## config.mk

```make
export PLATFORM = sky130hd
export DESIGN_NAME = seg_scan_decoder
export DESIGN_NICKNAME = d
export VERILOG_FILES = /design/src/rtl/seg_pkg.sv /design/src/rtl/seg_pattern_decode.sv /design/src/rtl/seg_scan_decoder.sv
export SDC_FILE = /design/constraint.sdc
export NUM_CORES = 1
export LEC_CHECK = 0
export CORE_ASPECT_RATIO = 1.25
export CORE_MARGIN = 5
export CORE_UTILIZATION = 45
export CTS_CLUSTER_SIZE = 30
export DETAILED_ROUTE_END_ITERATION = 10
export PLACE_DENSITY = 0.78
export SLEW_MARGIN = 20
export SYNTH_ARGS = -nofsm -noshare
export SYNTH_HDL_FRONTEND = slang
export SYNTH_SLANG_ARGS = --single-unit
```

## constraint.sdc

```tcl
create_clock -name clk -period 4.1 [get_ports clk]
set_clock_uncertainty 0.05 [all_clocks]
set_input_delay 0.82 -clock clk [delete_from_list [all_inputs] [get_ports clk]]
set_output_delay 0.82 -clock clk [all_outputs]
set_load 0.01 [all_outputs]
```

## src/rtl/seg_pkg.sv

```systemverilog
// Seven-segment pattern constants shared by the display encoder and the scan decoder.
// Patterns are active-low with bit0 = segment a through bit6 = segment g.
package seg_pkg;

  typedef logic [6:0] seg_t;

  localparam seg_t SEG_0     = 7'b1000000;
  localparam seg_t SEG_1     = 7'b1111001;
  localparam seg_t SEG_2     = 7'b0100100;
  localparam seg_t SEG_3     = 7'b0110000;
  localparam seg_t SEG_4     = 7'b0011001;
  localparam seg_t SEG_5     = 7'b0010010;
  localparam seg_t SEG_6     = 7'b0000010;
  localparam seg_t SEG_7     = 7'b1111000;
  localparam seg_t SEG_8     = 7'b0000000;
  localparam seg_t SEG_9     = 7'b0010000;
  localparam seg_t SEG_A     = 7'b0001000;
  localparam seg_t SEG_B     = 7'b0000011;
  localparam seg_t SEG_C     = 7'b1000110;
  localparam seg_t SEG_D     = 7'b0100001;
  localparam seg_t SEG_E     = 7'b0000110;
  localparam seg_t SEG_F     = 7'b0001110;
  localparam seg_t SEG_BLANK = 7'b1111111;

  typedef enum logic [1:0] {
    DWELL_UNSTABLE,
    DWELL_CAPTURE,
    DWELL_HELD
  } dwell_state_t;

  // Forward mapping used by the encoder side of the display path.
  function automatic seg_t hex_to_seg(input logic [3:0] nibble);
    seg_t pattern;
    case (nibble)
      4'h0:    pattern = SEG_0;
      4'h1:    pattern = SEG_1;
      4'h2:    pattern = SEG_2;
      4'h3:    pattern = SEG_3;
      4'h4:    pattern = SEG_4;
      4'h5:    pattern = SEG_5;
      4'h6:    pattern = SEG_6;
      4'h7:    pattern = SEG_7;
      4'h8:    pattern = SEG_8;
      4'h9:    pattern = SEG_9;
      4'hA:    pattern = SEG_A;
      4'hB:    pattern = SEG_B;
      4'hC:    pattern = SEG_C;
      4'hD:    pattern = SEG_D;
      4'hE:    pattern = SEG_E;
      default: pattern = SEG_F;
    endcase
    return pattern;
  endfunction

endpackage

```

## src/rtl/seg_pattern_decode.sv

```systemverilog
// Combinational reverse lookup: exact-match a seven-segment pattern back to its hex nibble.
// Unrecognised patterns (including blank) report valid=0 and nibble 0.
module seg_pattern_decode
  import seg_pkg::*;
(
  input  seg_t       seg,
  output logic       valid,
  output logic [3:0] nibble
);

  always_comb begin
    valid  = 1'b1;
    nibble = 4'h0;
    case (seg)
      SEG_0:   nibble = 4'h0;
      SEG_1:   nibble = 4'h1;
      SEG_2:   nibble = 4'h2;
      SEG_3:   nibble = 4'h3;
      SEG_4:   nibble = 4'h4;
      SEG_5:   nibble = 4'h5;
      SEG_6:   nibble = 4'h6;
      SEG_7:   nibble = 4'h7;
      SEG_8:   nibble = 4'h8;
      SEG_9:   nibble = 4'h9;
      SEG_A:   nibble = 4'hA;
      SEG_B:   nibble = 4'hB;
      SEG_C:   nibble = 4'hC;
      SEG_D:   nibble = 4'hD;
      SEG_E:   nibble = 4'hE;
      SEG_F:   nibble = 4'hF;
      default: valid  = 1'b0;
    endcase
  end

endmodule

```

## src/rtl/seg_scan_decoder.sv

```systemverilog
// Watches a multiplexed active-low seven-segment bus and rebuilds the displayed hex value.
// Optional ERR_COUNT_EN adds a saturating count of frames that contained a bad pattern.
module seg_scan_decoder
  import seg_pkg::*;
#(
  parameter int NUM_DIGITS    = 4,
  parameter int STABLE_CYCLES = 8
) (
  input  logic                    clk,
  input  logic                    rst_n,
  input  seg_t                    seg_in,
  input  logic [NUM_DIGITS-1:0]   dig_sel,
  output logic [4*NUM_DIGITS-1:0] frame_data,
  output logic                    frame_valid,
  output logic                    frame_err
`ifdef ERR_COUNT_EN
  ,
  output logic [7:0]              err_count
`endif
);

  localparam int CW = $clog2(STABLE_CYCLES + 1);
  localparam logic [CW-1:0] CNT_SAT    = CW'(STABLE_CYCLES);
  localparam logic [CW-1:0] CNT_PRECAP = CW'(STABLE_CYCLES - 2);

  logic [NUM_DIGITS-1:0]   prev_sel;
  seg_t                    prev_seg;
  logic [CW-1:0]           stable_cnt;
  dwell_state_t            state;

  logic                    sel_valid;
  logic                    stable_now;
  logic                    capture;
  logic [NUM_DIGITS-1:0]   cap_hit;

  logic                    dec_valid;
  logic [3:0]              dec_nibble;

  logic [4*NUM_DIGITS-1:0] nibbles, nibbles_next;
  logic [NUM_DIGITS-1:0]   dig_err, err_next;
  logic [NUM_DIGITS-1:0]   mask, mask_next;
  logic                    frame_done;

  assign sel_valid  = $onehot(~dig_sel);
  assign stable_now = sel_valid && (dig_sel == prev_sel) && (seg_in == prev_seg);

  // The counter is at STABLE_CYCLES-2 only once per dwell, so this fires on the dwell's N-th identical cycle.
  assign capture    = stable_now && (stable_cnt == CNT_PRECAP) && (state == DWELL_UNSTABLE);
  assign cap_hit    = capture ? ~dig_sel : '0;
  assign frame_done = &mask;

  seg_pattern_decode u_decode (
    .seg    (seg_in),
    .valid  (dec_valid),
    .nibble (dec_nibble)
  );

  always_ff @(posedge clk or negedge rst_n) begin
    if (!rst_n) begin
      prev_sel   <= '0;
      prev_seg   <= '0;
      stable_cnt <= '0;
      state      <= DWELL_UNSTABLE;
    end else begin
      prev_sel <= dig_sel;
      prev_seg <= seg_in;
      if (!stable_now)
        stable_cnt <= '0;
      else if (stable_cnt != CNT_SAT)
        stable_cnt <= stable_cnt + CW'(1);
      case (state)
        DWELL_UNSTABLE: if (capture) state <= DWELL_CAPTURE;
        DWELL_CAPTURE:  state <= stable_now ? DWELL_HELD : DWELL_UNSTABLE;
        DWELL_HELD:     if (!stable_now) state <= DWELL_UNSTABLE;
        default:        state <= DWELL_UNSTABLE;
      endcase
    end
  end

  // A completing frame clears the mask first so a coincident capture lands in the new frame.
  always_comb begin
    mask_next    = frame_done ? '0 : mask;
    err_next     = frame_done ? '0 : dig_err;
    nibbles_next = nibbles;
    for (int i = 0; i < NUM_DIGITS; i++) begin
      if (cap_hit[i]) begin
        mask_next[i]          = 1'b1;
        err_next[i]           = ~dec_valid;
        nibbles_next[4*i +: 4] = dec_nibble;
      end
    end
  end

  always_ff @(posedge clk or negedge rst_n) begin
    if (!rst_n) begin
      nibbles     <= '0;
      dig_err     <= '0;
      mask        <= '0;
      frame_data  <= '0;
      frame_valid <= 1'b0;
      frame_err   <= 1'b0;
    end else begin
      nibbles     <= nibbles_next;
      dig_err     <= err_next;
      mask        <= mask_next;
      frame_valid <= frame_done;
      if (frame_done) begin
        frame_data <= nibbles;
        frame_err  <= |dig_err;
      end
    end
  end

`ifdef ERR_COUNT_EN
  always_ff @(posedge clk or negedge rst_n) begin
    if (!rst_n)
      err_count <= 8'd0;
    else if (frame_done && (|dig_err) && (err_count != 8'hFF))
      err_count <= err_count + 8'd1;
  end
`endif

endmodule

```

* Yosys cells after proc, flatten, opt, wreduce, memory -nomap -nowiden
Cells that the tools add are included.
** Cells by class
- $mul :: 0
- Shift-type cells :: 0
- Div/mod/pow operators :: 0
- Add/subtract/negate cells :: 4
- Bitwise gates (word level) :: 2
- Muxes and demuxes :: 18
- Equal/unequal tests :: 25
- Reductions and logical operators :: 14
- Magnitude comparators :: 0
** Operators with widths (count)
- 4-bit one-hot mux with 15 select lines :: 1
- 7-bit equality test, second input constant :: 4
- 7-bit by 5-bit equality test with 1-bit output, second input constant :: 3
- 7-bit by 6-bit equality test with 1-bit output, second input constant :: 3
- 4-bit two-way mux :: 4
- 16-bit OR reduction :: 1
- 7-bit by 2-bit equality test with 1-bit output, second input constant :: 2
- 7-bit by 4-bit equality test with 1-bit output, second input constant :: 2
- 1-bit two-way mux :: 9
- 2-bit nonzero test :: 4
- 7-bit by 3-bit equality test with 1-bit output, second input constant :: 1
- 7-bit equality test :: 1
- 7-bit zero test :: 1
- 2-bit two-way mux :: 3
- 2-bit one-hot mux with 3 select lines :: 1
- 1-bit by 1-bit adder with 2-bit output :: 2
- 4-bit by 1-bit adder with 4-bit output, second input constant :: 1
- 4-bit by 3-bit equality test with 1-bit output, second input constant :: 1
- 4-bit equality test :: 1
- 1-bit logical AND :: 4
- 2-bit inequality test, second input constant :: 2
- 4-bit inequality test, second input constant :: 1
- 4-bit inverter :: 1
- 4-bit AND reduction :: 1
- 9 further kinds :: 9
** Storage, ports and cells
- Input port bits :: 13
- Memories :: 0
- Output and inout bits :: 18
- Word-level logic and storage cells :: 82
- ROM bits :: 0
- Memory bits (writable) :: 0
- Bits in latches :: 0
- Flip-flop bits (word level) :: 59

* Logic depth before layout (Yosys ltp)
Gate-level depths: netlist of run 1.
- Depth in word-level cells :: 10
- Gate-level depth with buffers :: 9
- Depth with buffers taken out :: 9

* Hierarchy
Synthesis of run 1 repeated with hierarchy kept, for this count alone.
** Second synthesis, totals
- Cells, all modules :: 256
- Area total of the unflattened synthesis :: 2793.9 sq um
** By module, submodules not included
- seg_scan_decoder :: area an instance 2429.8 sq um, times used 1, cells each 200, seq. area each 1476.4 sq um
- seg_pattern_decode :: area an instance 364.1 sq um, times used 1, cells each 56, seq. area each 0.0 sq um

* Worst setup path after synthesis of run 1
Ideal clock, no wire load.
- Path kind :: input-to-reg
- Start :: input port dig_sel[0]
- End :: register nibbles[0]
- Data required time :: 3925 ps
- Arrival time :: 3271 ps
- Cell stages on the path :: 9
- Path buffers :: 0
- Library setup time :: 125 ps
- Path slack :: 655 ps
- Cells stage by stage :: fa_1 inv_1 ha_1 ha_1 or3b_4 nor4_4 nand4b_4 nor2_4 mux2_2
** Between the ends
- Cells in the longest elaborated chain, start to end :: 9
- Elaborated cells on any way between the ends :: 10
- Classes of those cells :: add/sub: 2; eq/ne: 2; mux: 1; bitwise: 1; reduce/logical: 4
** RTL lines
- from (decl) :: RTL line seg_scan_decoder.sv:12 : input logic [NUM_DIGITS-1:0] dig_sel,
- 4-bit inverter :: RTL line seg_scan_decoder.sv:44, seg_scan_decoder.sv:49
- 1-bit by 1-bit adder with 2-bit output (not written as such) :: RTL line seg_scan_decoder.sv:44 : assign sel_valid = $onehot(~dig_sel);
- 2-bit by 2-bit adder with 3-bit output (not written as such) :: RTL line seg_scan_decoder.sv:44
- 3-bit by 1-bit equality test with 1-bit output :: RTL line seg_scan_decoder.sv:44
- 1-bit logical AND (2 in series) :: RTL line seg_scan_decoder.sv:45 : assign stable_now = sel_valid && (dig_sel == prev_sel) && (seg_in == prev_seg);
- 1-bit logical AND (2 in series) :: RTL line seg_scan_decoder.sv:48 : assign capture = stable_now && (stable_cnt == CNT_PRECAP) && (state == DWELL_UNSTABLE);
- 4-bit two-way mux * :: RTL line seg_scan_decoder.sv:49 : assign cap_hit = capture ? ~dig_sel : '0;
- to (signal assigned) :: RTL line seg_scan_decoder.sv:103 : nibbles <= nibbles_next;
- to (decl) :: RTL line seg_scan_decoder.sv:39 : logic [4*NUM_DIGITS-1:0] nibbles, nibbles_next;
Mark *: on every way between the ends. The rest lies on a longest branch, timed or not.
A chain may end at the register's enable or synchronous reset.

* Worst setup path after layout of run 1
Ends and elaborated chain as after synthesis.

==> results of run 1 <==
-- cell usage after synthesis, drive strengths merged, types with 2 or more instances --
library cell and count:
nor4b 2, or3b 3, nor4 5, buf 4, a31oi 2, a21o 4, xnor2 3, mux2 16
clkbuf 8, or3 2, xor2 13, ha 5, nand3 4, inv 7, nor2 14, nand3b 2
nor3 7, nand4 4, a211oi 2, nor2b 2, nand2 59, dfrtp 59, a21oi 4, o21ai 8
mux2i 5
-- cell type report --
class / instances / area, um2 / area share [%]
Timing Repair Buffer: 39 / 363 / 10.7
Tap cell: 85 / 106 / 3.13
Clock inverter: 4 / 72.6 / 2.13
Sequential cell: 59 / 1480 / 43.4
Inverter: 8 / 30.0 / 0.883
Multi-Input combinational cell: 177 / 1200 / 35.2
Clock buffer: 12 / 155 / 4.56
-- power by group --
| group | leakage (uW) | switching [uW] | internal [uW] |
|---|---|---|---|
| registers | 0.000778 | 2.43 | 588 |
| logic | 0.000745 | 51.5 | 33.5 |
| clock network | 0.000113 | 217 | 374 |
-- per-stage QoR --
| stage | util (%) | setup slack, ps | power, uW | cells | area (um2) |
|---|---|---|---|---|---|
| 2_1_floorplan | - | 655 | 648 | 256 | 2760 |
| 3_3_place_gp | 52.1 | 111 | 685 | 368 | 3170 |
| 3_5_place_dp | 52.1 | 27.2 | 687 | 368 | 3170 |
| 4_1_cts | 55.9 | 381 | 1280 | 384 | 3400 |
| 5_1_grt | 55.9 | 278 | 1310 | 384 | 3400 |
| 6_report | 55.9 | 401 | 1270 | 384 | 3400 |
-- kinds of logic after synthesis --
kind of cell | share of synthesized area, %
flip-flops | 53.5
XOR/XNOR | 5.08
AND/OR/NAND/NOR | 21.5
AO/OA/AOI/OAI | 5.49
multiplexers | 8.34
adder cells (fa/ha/maj) | 2.99
buffers and inverters | 3.13
-- flip-flops by register name, summed over array words and instances (netlist names) --
| register | count |
|---|---|
| mask | 4 |
| prev_sel | 4 |
| frame_data | 16 |
| frame_valid | 1 |
| frame_err | 1 |
| nibbles | 16 |
| prev_seg | 7 |
| dig_err | 4 |
| stable_cnt | 4 |
| state | 2 |
-- worst min-delay path: stages (launching register included) --
cell and delay (ps):
dfrtp_1 340, nand2_1 50, nand2_1 50
-- per-layer routing --
| layer | global-route usage, % | part of all wire, % | wire (um) | up-vias |
|---|---|---|---|---|
| met5 | 0 | 0 | 0 | - |
| met1 | 18.7 | 43 | 2220 | 931 |
| met3 | 3.90 | 2.9 | 153 | 9 |
| li1 | - | - | - | 948 |
| met2 | 24.1 | 52 | 2700 | 32 |
| met4 | 7.15 | 2.5 | 130 | 0 |
-- worst paths after layout --
path,endpoint,cells after the start
setup reg to reg,nibbles[0],5
hold reg to reg,frame_data[9],2
hold / removal,frame_data[9],2
max in group asynchronous,prev_seg[5],2
setup / recovery,nibbles[0],10
min in group asynchronous,frame_valid,1
==> metrics.md, run 1 <==
| Metric | Value |
|---|---|
| Post-CTS setup buffers | 0 |
| DR vias | 1920 |
| Status | finished, final reports clean |
| Syn_nets | 275 |
| Die ar. | 7810 um2 |
| Sequential fraction of the synthesis area | 53.5% |
| Crit-path cells | clkdlybuf4s50_1 > fa_1 > inv_1 > ha_1 > ha_1 > or3b_4 > nor4_4 > nand4b_4 > nor2_4 > mux2_2 |
| Vias in the first global route | 1904 |
| Pleak | 0.00164 uW |
| Number of core rows | 32 |
| Crit path from | dig_sel[0] |
| Synth cell types | 43 |
| Hold WS | 421 ps |
| Hold_sp | nibbles[9] |
| Worst-margin pin slew | 809 ps |
| Critical Path Sink Type | register |
| Largest net degree at the start of global routing | 40 |
| Diodes inserted | 0 |
| Clock sinks | 59 |
| IO Pins | 31 |
| Commonest non-fill, non-tap cells in the layout | 59 x nand2_1, 59 x dfrtp_1, 29 x clkdlybuf4s50_1 |
| Min-Delay Path Class | register to register |
| Die X | 80.0 um |
| GRT overflow | 0 |
| Synthesis-to-layout area growth | 23.2% |
| Residual DRC | 0 |
| CP max stage cell | fa_1 |
| Drt pass-1 iters | 4 |
| H-tree depth | 3 |
| Buf/Inv on CP | 2 |
| EDFF count, synth | 0 |
| Post-route ant nets | 0 |
| Core area | 6090 um2 |
| Cell family with most CP delay | simple AND/OR/NAND/NOR gates |
| FILL cells | 518 |
| Layout Nets | 313 |
| Initial antenna violation count | 0 |
| Gr usage total | 15.1% |
| Max-Cap Viols | 0 |
| Setup TNS after final layout | 0 ps |
| Max stage delay on crit path | 550 ps |
| Share of cells above drive strength 1 | 16.1% |
| Slew HR | 46.0% |
| Clk Latency, worst-skew pair | 330 ps |
| HPWL after detailed placement | 3.73 mm |
| Crit share post-route | 90.2% |
| P per Cell Area | 372 nW/um2 |
| Area leader, netlist | dfrtp_1 |
| Post-Synthesis Cells | 256 |
| CTS Buf Count | 9 |
| Endpoints failing setup | 0 |
| Slack of the worst reg-to-reg path | 2100 ps |
| Synth Area per Inst | 10.8 um2 |
| Type of origin of the critical path | input port |
| Die H | 97.5 um |
| Clock Pin Slew Worst Setup and Hold Paths | 60 ps |
| WL/cell | 13.5 um |
| Critical R2R Launch | prev_seg[3] |
| Syn Std Cell Area | 2760 um2 |
| Hold Vio Cnt, Final | 0 |
| PortBufs | 30 |
| Cts hold-fix bufs | 0 |
| Highest clock rate | 270 MHz |
| FFs w/ async S/R, synth | 100% |
| Initial detailed-routing violation count | 154 |
| CTS root buffer | clkbuf_8 |
| Final wirelength | 5.20 mm |
| Critical Path AT | 3860 ps |
| RSZ-0062 raised after global routing | no |
| Gpl congestion | 0.805 |
| Starting Density | 45.3% |
| Crit path required time | 4260 ps |
| Via density per instance | 5.00 |
| Setup CP Type | input port to register |
| Synth top area share | 53.5% |
| Synth warn | 0 |
| Post-synth top flop | dfrtp_1 |
| Crit path top cell by count | ha_1 |
| First-pass GRT wire length | 9.16 mm |
| TritonCTS clock tree | yes |
| Fin crit period | 3700 ps |
| Cell types occupying the most area after synthesis | dfrtp_1 54%, nand2_1 8.0%, mux2_2 4.9% |
| CP max FO | 6 |
| Slew Limit Fails | 0 |
| Seq cells post-synth | 59 |
| VDD IR max | 0.166 mV |
| Post_cts resized | 0 |
| CTS max path bufs | 2 |
No activity file was read; power rests on OpenSTA's default activity.
==> run 2: changes to the inputs <==
- CAP_MARGIN: not set -> 20
==> results of run 2 <==
Final layout, timing and power as in run 1 (identical DEF).
==> RTL change: new RTL, config.mk and constraints of run 1 <==
The option `ERR_COUNT_EN` is turned on by a define.
--- a/src/rtl/seg_scan_decoder.sv
+++ b/src/rtl/seg_scan_decoder.sv
@@ -2,2 +2,4 @@
 // Optional ERR_COUNT_EN adds a saturating count of frames that contained a bad pattern.
+`define ERR_COUNT_EN
+
 module seg_scan_decoder
Check against the original RTL (old outputs only; new: err_count): equivalent (equiv_simple and equiv_induct, registers matched by name and starting in step).
==> RTL change against run 1 <==
- design area rose by 12%
- critical path depth unchanged
- utilization rose by 1.8 points
- synthesized area up 12%
- sequential cell count rose by 8
- power increased by 12%
- sequential power rose by 13%
- combinational power rose by 3.8%
- clock power is 12% higher
- setup slack got worse by 0.054 ns
- first-iteration DRC count shrank 31%
- routed wire length is 19% higher
- critical endpoint is now dig_err[2]
==> RTL change: results (changes against run 1) <==
metric	value	unit	change
critPathMaxFanout	6		unchanged
power_leakage	1.83	nW	+12%
synthTopCellsByArea	dfrtp_1 (54%), nand2_1 (7.4%), mux2_2 (6.2%), xor2_1 (4.8%), ha_1 (2.4%)		
io_buffers	38		+27%
layout-drive-gt1-share	15.3	%	-0.72 points
worstPathArrival	3.93	ns	+0.07 ns
worst-slew-pin-transition	0.737	ns	-0.0722 ns
cts_setup_buffers	0		unchanged
vias	2152		+12%
yosys-top-cells-count	dfrtp_1 (67), nand2_1 (61), mux2_2 (17), xor2_1 (17), nor2_1 (9)		
synthCells	276		+7.8%
synth_xor_area_share	6.53	%	+1.4 points
vdd_drop_max	0.216	mV	+31%
cts_htree_levels	3		unchanged
synth_warnings	0		unchanged
postSynth.asyncResetShare	100	%	unchanged
place_congestion	0.777		-3.5%
fin_nets	341		+8.9%
cts_root_buffer	clkbuf_8		
pre_cts_ws	-0.0151	ns	-0.0423 ns
clk_latency	0.35	ns	+0.02 ns
synthAdderAreaFrac	3.08	%	+0.087 points
reg2reg_setup_slack	1.83	ns	-0.27 ns
antenna_found_initial	0		unchanged
drv_slew	0		unchanged
first_pass_iters	5		+1
r2r_end	dig_err[2]		
outcome	finished clean		
clk_pin_slew	0.07	ns	
ys_seq_area_share	54.3	%	+0.80 points
synth_nets	296		+7.6%
drt_iter0_drc	106		-31%
grt_max_degree	49		+23%
diodes	0		unchanged
ff2ff_path_depth	7		+2
grtUsageTotal	15.8	%	+0.70 points
hpwl	4.37	mm	+17%
cts_buffers	9		unchanged
drt_wl_total	6.17	mm	+19%
synth_compound_area_share	5.39	%	-0.096 points
synth_cell_types	46		+7.0%
cts_resized	0		unchanged
dp_cells	397		+7.9%
fin_cells	413		+7.6%
grt_pass1_wl	10.5	mm	+14%
muxShareOfSynthArea	8.31	%	-0.035 points
r2r_start	stable_cnt[0]		
clock_path_buffers	2		unchanged
top_regs	frame_data x16, nibbles x16, err_count x8		
worstHoldPathType	input pin to async pin		
==> RTL change: worst max path at each step <==
stage / start / end / slack, ns / cells after the start
floorplan: dig_sel[0] / dig_err[0] / 0.67 / 9
global placement: dig_sel[0] / nibbles[10] / 0.1 / 10
detailed placement: dig_sel[0] / dig_err[2] / -0.02 / 10
CTS: dig_sel[0] / dig_err[2] / 0.34 / 10
global route: dig_sel[0] / nibbles[5] / 0.26 / 10
finish: dig_sel[0] / dig_err[2] / 0.35 / 10
==> RTL change: critical path, cell delays in order <==
cell and delay [ns]:
clkdlybuf4s50_1 0.46, fa_1 0.56, inv_1 0.05, ha_1 0.17
ha_1 0.27, or3b_4 0.40, nor4_4 0.34, nand4_4 0.24
nor2_4 0.26, mux2_2 0.36
==> RTL change: area by class of cell <==
type,count,area [um^2]
Clock buffer,10,128
Clock inverter,6,111
Tap cell,87,109
Sequential cell,67,1680
Fill cell,584,2800
Multi-Input combinational cell,190,1330
Inverter,8,30.0
Timing Repair Buffer,45,430
==> RTL change: through the flow <==
step                      utilization, %  hold slack, ns  instance area, um^2
final                               57.7           0.419                 3810
after global routing                57.7           0.447                 3810
after CTS                           57.6           0.424                 3810
after detailed placement            54.0           0.407                 3570
after global placement              54.0           0.399                 3570
after floorplan                        -           0.382                 3090
==> RTL change: logic make-up (layout without fill, tap and decap cells) <==
kind of cell             Yosys count  count (layout)
buffers and inverters             19              69
flip-flops                        67              67
adder cells (fa/ha/maj)            7               7
multiplexers                      23              23
AO/OA/AOI/OAI                     23              23
AND/OR/NAND/NOR                  114             114
XOR/XNOR                          23              23
==> RTL change: routing by layer <==
metal | GRT usage [%] | vias to the layer above | part of all wire (%)
met5 | 0 | - | 0
met4 | 7.55 | 0 | 2.2
met3 | 4.80 | 11 | 3.6
met2 | 26.6 | 49 | 52
met1 | 18.5 | 1065 | 42
li1 | - | 1027 | -
==> RTL change: report_power, final <==
group / total (mW) / switching, mW / internal, mW
clock: 0.662 / 0.257 / 0.405
sequential: 0.668 / 0.00243 / 0.666
combinational: 0.0882 / 0.0544 / 0.0338
